**config.mk**
```make
export PLATFORM = sky130hd
export DESIGN_NAME = trig_clk_phase_seq
export DESIGN_NICKNAME = d
export VERILOG_FILES = /design/src/rtl/trig_clk_phase_seq.sv
export SDC_FILE = /design/constraint.sdc
export NUM_CORES = 1
export LEC_CHECK = 0
export ABC_AREA = 1
export CORE_UTILIZATION = 45
export CTS_CLUSTER_SIZE = 40
export DETAILED_ROUTE_END_ITERATION = 7
export PLACE_DENSITY = 0.68
export SETUP_SLACK_MARGIN = 0.4
export SYNTH_ARGS = -nofsm -noshare
export SYNTH_HDL_FRONTEND = slang
export SYNTH_SLANG_ARGS = --single-unit
export TNS_END_PERCENT = 20
```
**constraint.sdc**
```tcl
create_clock -name cwusb_clk -period 2.44 [get_ports cwusb_clk]
set_clock_uncertainty 0.2 [all_clocks]
set_input_delay 0.244 -clock cwusb_clk [delete_from_list [all_inputs] [get_ports cwusb_clk]]
set_output_delay 0.244 -clock cwusb_clk [all_outputs]
set_load 0.03 [all_outputs]
```
**src/rtl/trig_clk_phase_seq.sv**
```systemverilog
// MMCM dynamic phase-shift sequencer.
// Issues a run of single PSEN pulses, one per requested step, waiting for
// PSDONE after each before issuing the next. Tracks completed steps and a
// wrapping signed net position; a step that never completes raises a sticky
// error flag and ends the run.
`timescale 1ns/1ps

module trig_clk_phase_seq #(
  parameter int pSTEP_WIDTH     = 16,
  parameter int pPOS_WIDTH      = 16,
  parameter int pTIMEOUT_CYCLES = 1024
) (
  input  logic                          cwusb_clk,
  input  logic                          reset_n,
  input  logic                          I_start,
  input  logic [pSTEP_WIDTH-1:0]        I_steps,
  input  logic                          I_dir,
  input  logic                          I_abort,
  input  logic                          I_pos_clear,
  output logic                          O_psen,
  output logic                          O_psincdec,
  input  logic                          I_psdone,
  output logic                          O_busy,
  output logic                          O_done,
  output logic                          O_error,
  output logic [pSTEP_WIDTH-1:0]        O_steps_done,
  output logic signed [pPOS_WIDTH-1:0]  O_position
);

  // Timeout counter only needs to reach pTIMEOUT_CYCLES-1; the +1 keeps the
  // width non-zero when the timeout is a single cycle.
  localparam int lpTO_W = $clog2(pTIMEOUT_CYCLES + 1);
  localparam logic [lpTO_W-1:0] lpTO_LAST = lpTO_W'(pTIMEOUT_CYCLES - 1);
  localparam logic [lpTO_W-1:0] lpTO_ONE  = lpTO_W'(1);

  typedef enum logic [1:0] {
    ST_IDLE  = 2'd0,
    ST_PULSE = 2'd1,
    ST_WAIT  = 2'd2
  } state_t;

  state_t                         r_state;
  logic [pSTEP_WIDTH-1:0]         r_steps;
  logic                           r_dir;
  logic                           r_abort_pend;
  logic [lpTO_W-1:0]              r_to_cnt;
  logic                           r_psen;
  logic                           r_psincdec;
  logic                           r_busy;
  logic                           r_done;
  logic                           r_error;
  logic [pSTEP_WIDTH-1:0]         r_steps_done;
  logic signed [pPOS_WIDTH-1:0]   r_position;

  logic [pSTEP_WIDTH-1:0]         w_steps_inc;
  logic signed [pPOS_WIDTH-1:0]   w_pos_next;
  logic                           w_last_step;
  logic                           w_stop;
  logic                           w_timeout;

  // Completion arithmetic: count and position move together on PSDONE.
  // Position wraps naturally in two's complement (no saturation).
  assign w_steps_inc = r_steps_done + pSTEP_WIDTH'(1);
  assign w_pos_next  = r_dir ? (r_position + pPOS_WIDTH'(1))
                             : (r_position - pPOS_WIDTH'(1));
  assign w_last_step = (w_steps_inc == r_steps);
  // An abort arriving on the very cycle PSDONE lands still ends the run.
  assign w_stop      = w_last_step | r_abort_pend | I_abort;
  assign w_timeout   = (r_to_cnt == lpTO_LAST);

  // Sequencer FSM with all outputs registered.
  always_ff @(posedge cwusb_clk) begin
    if (!reset_n) begin
      r_state      <= ST_IDLE;
      r_steps      <= '0;
      r_dir        <= 1'b0;
      r_abort_pend <= 1'b0;
      r_to_cnt     <= '0;
      r_psen       <= 1'b0;
      r_psincdec   <= 1'b0;
      r_busy       <= 1'b0;
      r_done       <= 1'b0;
      r_error      <= 1'b0;
      r_steps_done <= '0;
      r_position   <= '0;
    end else begin
      r_done <= 1'b0;
      case (r_state)
        ST_IDLE: begin
          if (I_pos_clear) begin
            r_position <= '0;
          end
          if (I_start) begin
            r_error      <= 1'b0;
            r_steps_done <= '0;
            r_abort_pend <= 1'b0;
            if (I_steps != '0) begin
              // PSEN goes high on the cycle right after start is sampled.
              r_steps    <= I_steps;
              r_dir      <= I_dir;
              r_psincdec <= I_dir;
              r_psen     <= 1'b1;
              r_busy     <= 1'b1;
              r_state    <= ST_PULSE;
            end else begin
              // Empty request completes immediately without touching the MMCM.
              r_done <= 1'b1;
            end
          end
        end

        ST_PULSE: begin
          // PSEN is high for exactly this one cycle.
          r_psen   <= 1'b0;
          r_to_cnt <= '0;
          if (I_abort) begin
            r_abort_pend <= 1'b1;
          end
          r_state <= ST_WAIT;
        end

        ST_WAIT: begin
          if (I_abort) begin
            r_abort_pend <= 1'b1;
          end
          if (I_psdone) begin
            r_steps_done <= w_steps_inc;
            r_position   <= w_pos_next;
            if (w_stop) begin
              r_abort_pend <= 1'b0;
              r_done       <= 1'b1;
              r_busy       <= 1'b0;
              r_state      <= ST_IDLE;
            end else begin
              r_psen  <= 1'b1;
              r_state <= ST_PULSE;
            end
          end else if (w_timeout) begin
            // Failed step: no count or position change.
            r_abort_pend <= 1'b0;
            r_error      <= 1'b1;
            r_done       <= 1'b1;
            r_busy       <= 1'b0;
            r_state      <= ST_IDLE;
          end else begin
            r_to_cnt <= r_to_cnt + lpTO_ONE;
          end
        end

        default: begin
          r_psen  <= 1'b0;
          r_busy  <= 1'b0;
          r_state <= ST_IDLE;
        end
      endcase
    end
  end

  assign O_psen       = r_psen;
  assign O_psincdec   = r_psincdec;
  assign O_busy       = r_busy;
  assign O_done       = r_done;
  assign O_error      = r_error;
  assign O_steps_done = r_steps_done;
  assign O_position   = r_position;

endmodule

```
==> impl_metrics.env <==
export IMPL_worstPathMaxFanout=5
export IMPL_hold_buffers=0
export IMPL_finalHoldViolations=0
export IMPL_actual_transition_at_the_worst_max_transition_pin_ns=0.493
export IMPL_die_footprint_sq_um=9280
export IMPL_synthesis_instances=610
export IMPL_postSynthAreaPerCell_sq_um=6.57
export IMPL_final_cell_area_sq_um=5700
export IMPL_route_detailed_wl_per_inst_um=14.1
export IMPL_drt_first_iter_violations=139
export IMPL_critical_path_source_type="register"
export IMPL_critPathBufInv=2
export IMPL_grt_antenna_before_repair=0
export IMPL_area_of_combinational_cells_with_multiple_inputs_sq_um=2780
export IMPL_largest_family_of_logic_cells_by_synthesized_area="simple AND/OR/NAND/NOR gates"
export IMPL_numnets_final=750
export IMPL_final_non_filler_cells=819
export IMPL_synth_xor_xnor_area_share_pct=0.875
export IMPL_ys_warnings_count=0
export IMPL_hpwl_mm=7.60
export IMPL_min_to="r_to_cnt[0]"
export IMPL_timing_final_ws_setup_ns=-0.0255
export IMPL_worst_hold_path_type="register to register"
export IMPL_synthAdderAreaFrac_pct=6.75
export IMPL_clock_slew_at_reported_path_ffs_ns=0.07
export IMPL_synth_seq_cells=67
export IMPL_rows=34
export IMPL_grt_overflow=0
export IMPL_power_density_nw_per_um2=1000
export IMPL_hold_start="r_to_cnt[0]"
export IMPL_final_period_minus_worst_setup_slack_ns=2.47
export IMPL_rsz0062_at_grt="true"
export IMPL_drt_pass1_iter_count=4
export IMPL_synth_seq_area_share_pct=33.5
export IMPL_drc_errors=0
export IMPL_seq_area_sq_um=1360
export IMPL_port_buffers=59
export IMPL_power_leakage_uw=0.00226
export IMPL_synth_simple_area_share_pct=33.9
export IMPL_critical_path_top_delay_family="compound AO/OA/AOI/OAI gates"
export IMPL_period_utilisation_layout_pct=101
export IMPL_fraction_of_final_layout_cells_with_drive_strength_greater_than_1_pct=19.5
export IMPL_max_stage_delay_on_crit_path_ns=0.38
export IMPL_die_h_um=96.3
export IMPL_path_depth=10
export IMPL_place_area_sq_um=4850
export IMPL_grt_first_pass_wirelength_mm=18.0
export IMPL_clock_root_buffer="clkbuf_8"
export IMPL_initial_utilization_pct=46.2
export IMPL_die_width_um=96.3
export IMPL_violations="negative setup slack"
export IMPL_synth_compound_area_share_pct=17.7
export IMPL_clkSinkCount=67
export IMPL_synth_fp_nets=654
export IMPL_cts_buffer_depth=2
export IMPL_synth_top_flop_cell="dfxtp_1"
export IMPL_hold_depth=1
export IMPL_finalWeightedCongestion=0.878
export IMPL_crit_chain="buf_12 > clkinvlp_4 > ha_4 > a21o_1 > nor2_1 > nand3_2 > a31o_4 > a21boi_1 > o21ai_1 > a21oi_1"
export IMPL_arrival_ns=2.54
export IMPL_async_flop_share_pct=0
export IMPL_run_status="finished, violations left"
export IMPL_grt_start_max_net_pins=31
export IMPL_finalSetupViolCount=1
export IMPL_io_pin_count=60
export IMPL_final_antenna_net_count=0
export IMPL_numCtsBuffers=9
export IMPL_reg2reg_setup_slack_ns=-0.03
export IMPL_holdWs_ns=0.269
export IMPL_critical_path_reg2reg_endpoint="O_position[13]"
export IMPL_leading_cell_types_in_the_layout_fill_and_taps_excluded="144 x nand2_1, 63 x a21oi_1, 59 x clkdlybuf4s50_1"
export IMPL_core_area_sq_um=8680
export IMPL_cell_variety_after_synth=39
export IMPL_critical_path_required_ns=2.51
export IMPL_worstSetupEndpointType="register"
export IMPL_drt_total_wl_mm=11.5
export IMPL_cts_max_level=3
export IMPL_routed_via_count=4355
export IMPL_synth_cell_area_sq_um=4010
export IMPL_antenna_diode_count=0
export IMPL_tritoncts_clock_tree="built"
export IMPL_placedCellCount=778
export IMPL_layout_cells_most_common="nand2_1"
export IMPL_number_of_global_route_vias_before_repair=3925
export IMPL_max_cap_violations=0
export IMPL_grt_total_usage_pct=25.3
export IMPL_vias_per_cell=5.32
export IMPL_worst_r2r_path_depth=10
export IMPL_nFillCells=775
export IMPL_ir_worst_vdd_mv=0.529
export IMPL_skew_pair_late_insertion_delay_ns=0.35
export IMPL_timing_max_slew_rel_slack_pct=66.8
export IMPL_worstReg2RegStart="O_psincdec"
export IMPL_final_max_slew_viol_count=0
export IMPL_synth_edf_count=0
export IMPL_timing_worst_setup_path_type="register to register"
export IMPL_syn_to_final_growth_pct=42.2
export IMPL_preCtsSetupSlack_ns=-0.0352
export IMPL_worst_path_max_delay_cell="dfxtp_4"
export IMPL_share_of_cell_area_taken_by_muxes_after_synthesis_pct=0
export IMPL_maxClockFrequency_ghz=0.406
## routing by layer
layer	part of all wire [%]	track usage (%)
met5	0	0
met1	45	32.9
met2	48	41.7
met3	5.3	4.19
met4	1.7	10.2
## stage by stage
step / power [uW] / utilization (%) / setup TNS, ns
floorplan: 3030 / - / 0
global placement: 3720 / 55.9 / 0
detailed placement: 3780 / 55.9 / -0.0352
CTS: 5320 / 63.3 / 0
global route: 6100 / 65.6 / -0.186
finish: 5720 / 65.6 / -0.0255
## report_power, final
| part | switching, uW | internal, uW | total [uW] |
|---|---|---|---|
| Combinational | 1830 | 1400 | 3230 |
| Clock | 458 | 605 | 1060 |
| Sequential | 149 | 1280 | 1430 |
| Total | 2440 | 3290 | 5720 |
## state kept, by name, summed over array words and instances (netlist names), 2 cells and up
name / count
O_position: 16
O_steps_done: 16
r_steps: 16
r_to_cnt: 11
r_state: 2
## cell type report
class,instances,area share [%]
multi-input cells,467,48.8
flip-flops and latches,67,23.9
repair buffers,96,16.7
inverters,64,4.33
clock buffers,12,2.55
well taps,108,2.37
clock inverters,4,1.30
repair inverters,1,0.132
## what timing repair did
item                                    in CTS  in global routing
pin swaps                                   13                 22
cloned                                       2                  0
gates resized for setup                     56                 47
buffers inserted                            20                  3
endpoints found under the setup margin      40                 47
## worst reg2reg max path: cells and delay by family, from the launching register on
kind / cells / cell delay, ns
DFF: 1 / 0.38
AOI/OAI and AO/OA: 5 / 0.85
buffers and inverters: 2 / 0.31
and+or+nand+nor: 2 / 0.31
adders and majority gates: 1 / 0.32
## cells by family (layout without fill, tap and decap cells)
group	after synthesis	in the layout
buffers and inverters	77	177
and+or+nand+nor	309	310
AOI/OAI and AO/OA	132	132
xor gates and xnor gates	4	4
adders and majority gates	21	21
DFF	67	67
## how the worst max path moves through the flow
stage	start	end
after floorplan	O_psincdec	O_position[12]
after global placement	O_psincdec	O_position[13]
after detailed placement	O_psincdec	O_position[13]
after CTS	O_psincdec	O_position[13]
after global routing	O_psincdec	O_position[13]
final	O_psincdec	O_position[13]
## synth_stat cells, types with 2 or more instances
cell type	number	area, sq um
a211oi_1	4	30.0
a21boi_0	7	52.6
a21o_1	3	22.5
a21oi_1	70	350
and2_1	2	12.5
buf_2	2	10.0
clkbuf_1	10	37.5
clkinv_1	3	11.3
dfxtp_1	67	1340
ha_1	20	250
inv_1	59	221
inv_2	2	7.51
nand2_1	149	559
nand2_2	2	12.5
nand3_1	60	300
nand3b_1	5	37.5
nand4_1	7	43.8
nor2_1	62	233
nor2_2	4	25.0
nor2_4	3	33.8
nor3_1	3	15.0
nor4_1	4	25.0
o21ai_0	42	210
or2_2	3	18.8
xnor2_1	2	17.5
xor2_1	2	17.5
Note: power is estimated with default switching activity, not from simulation.
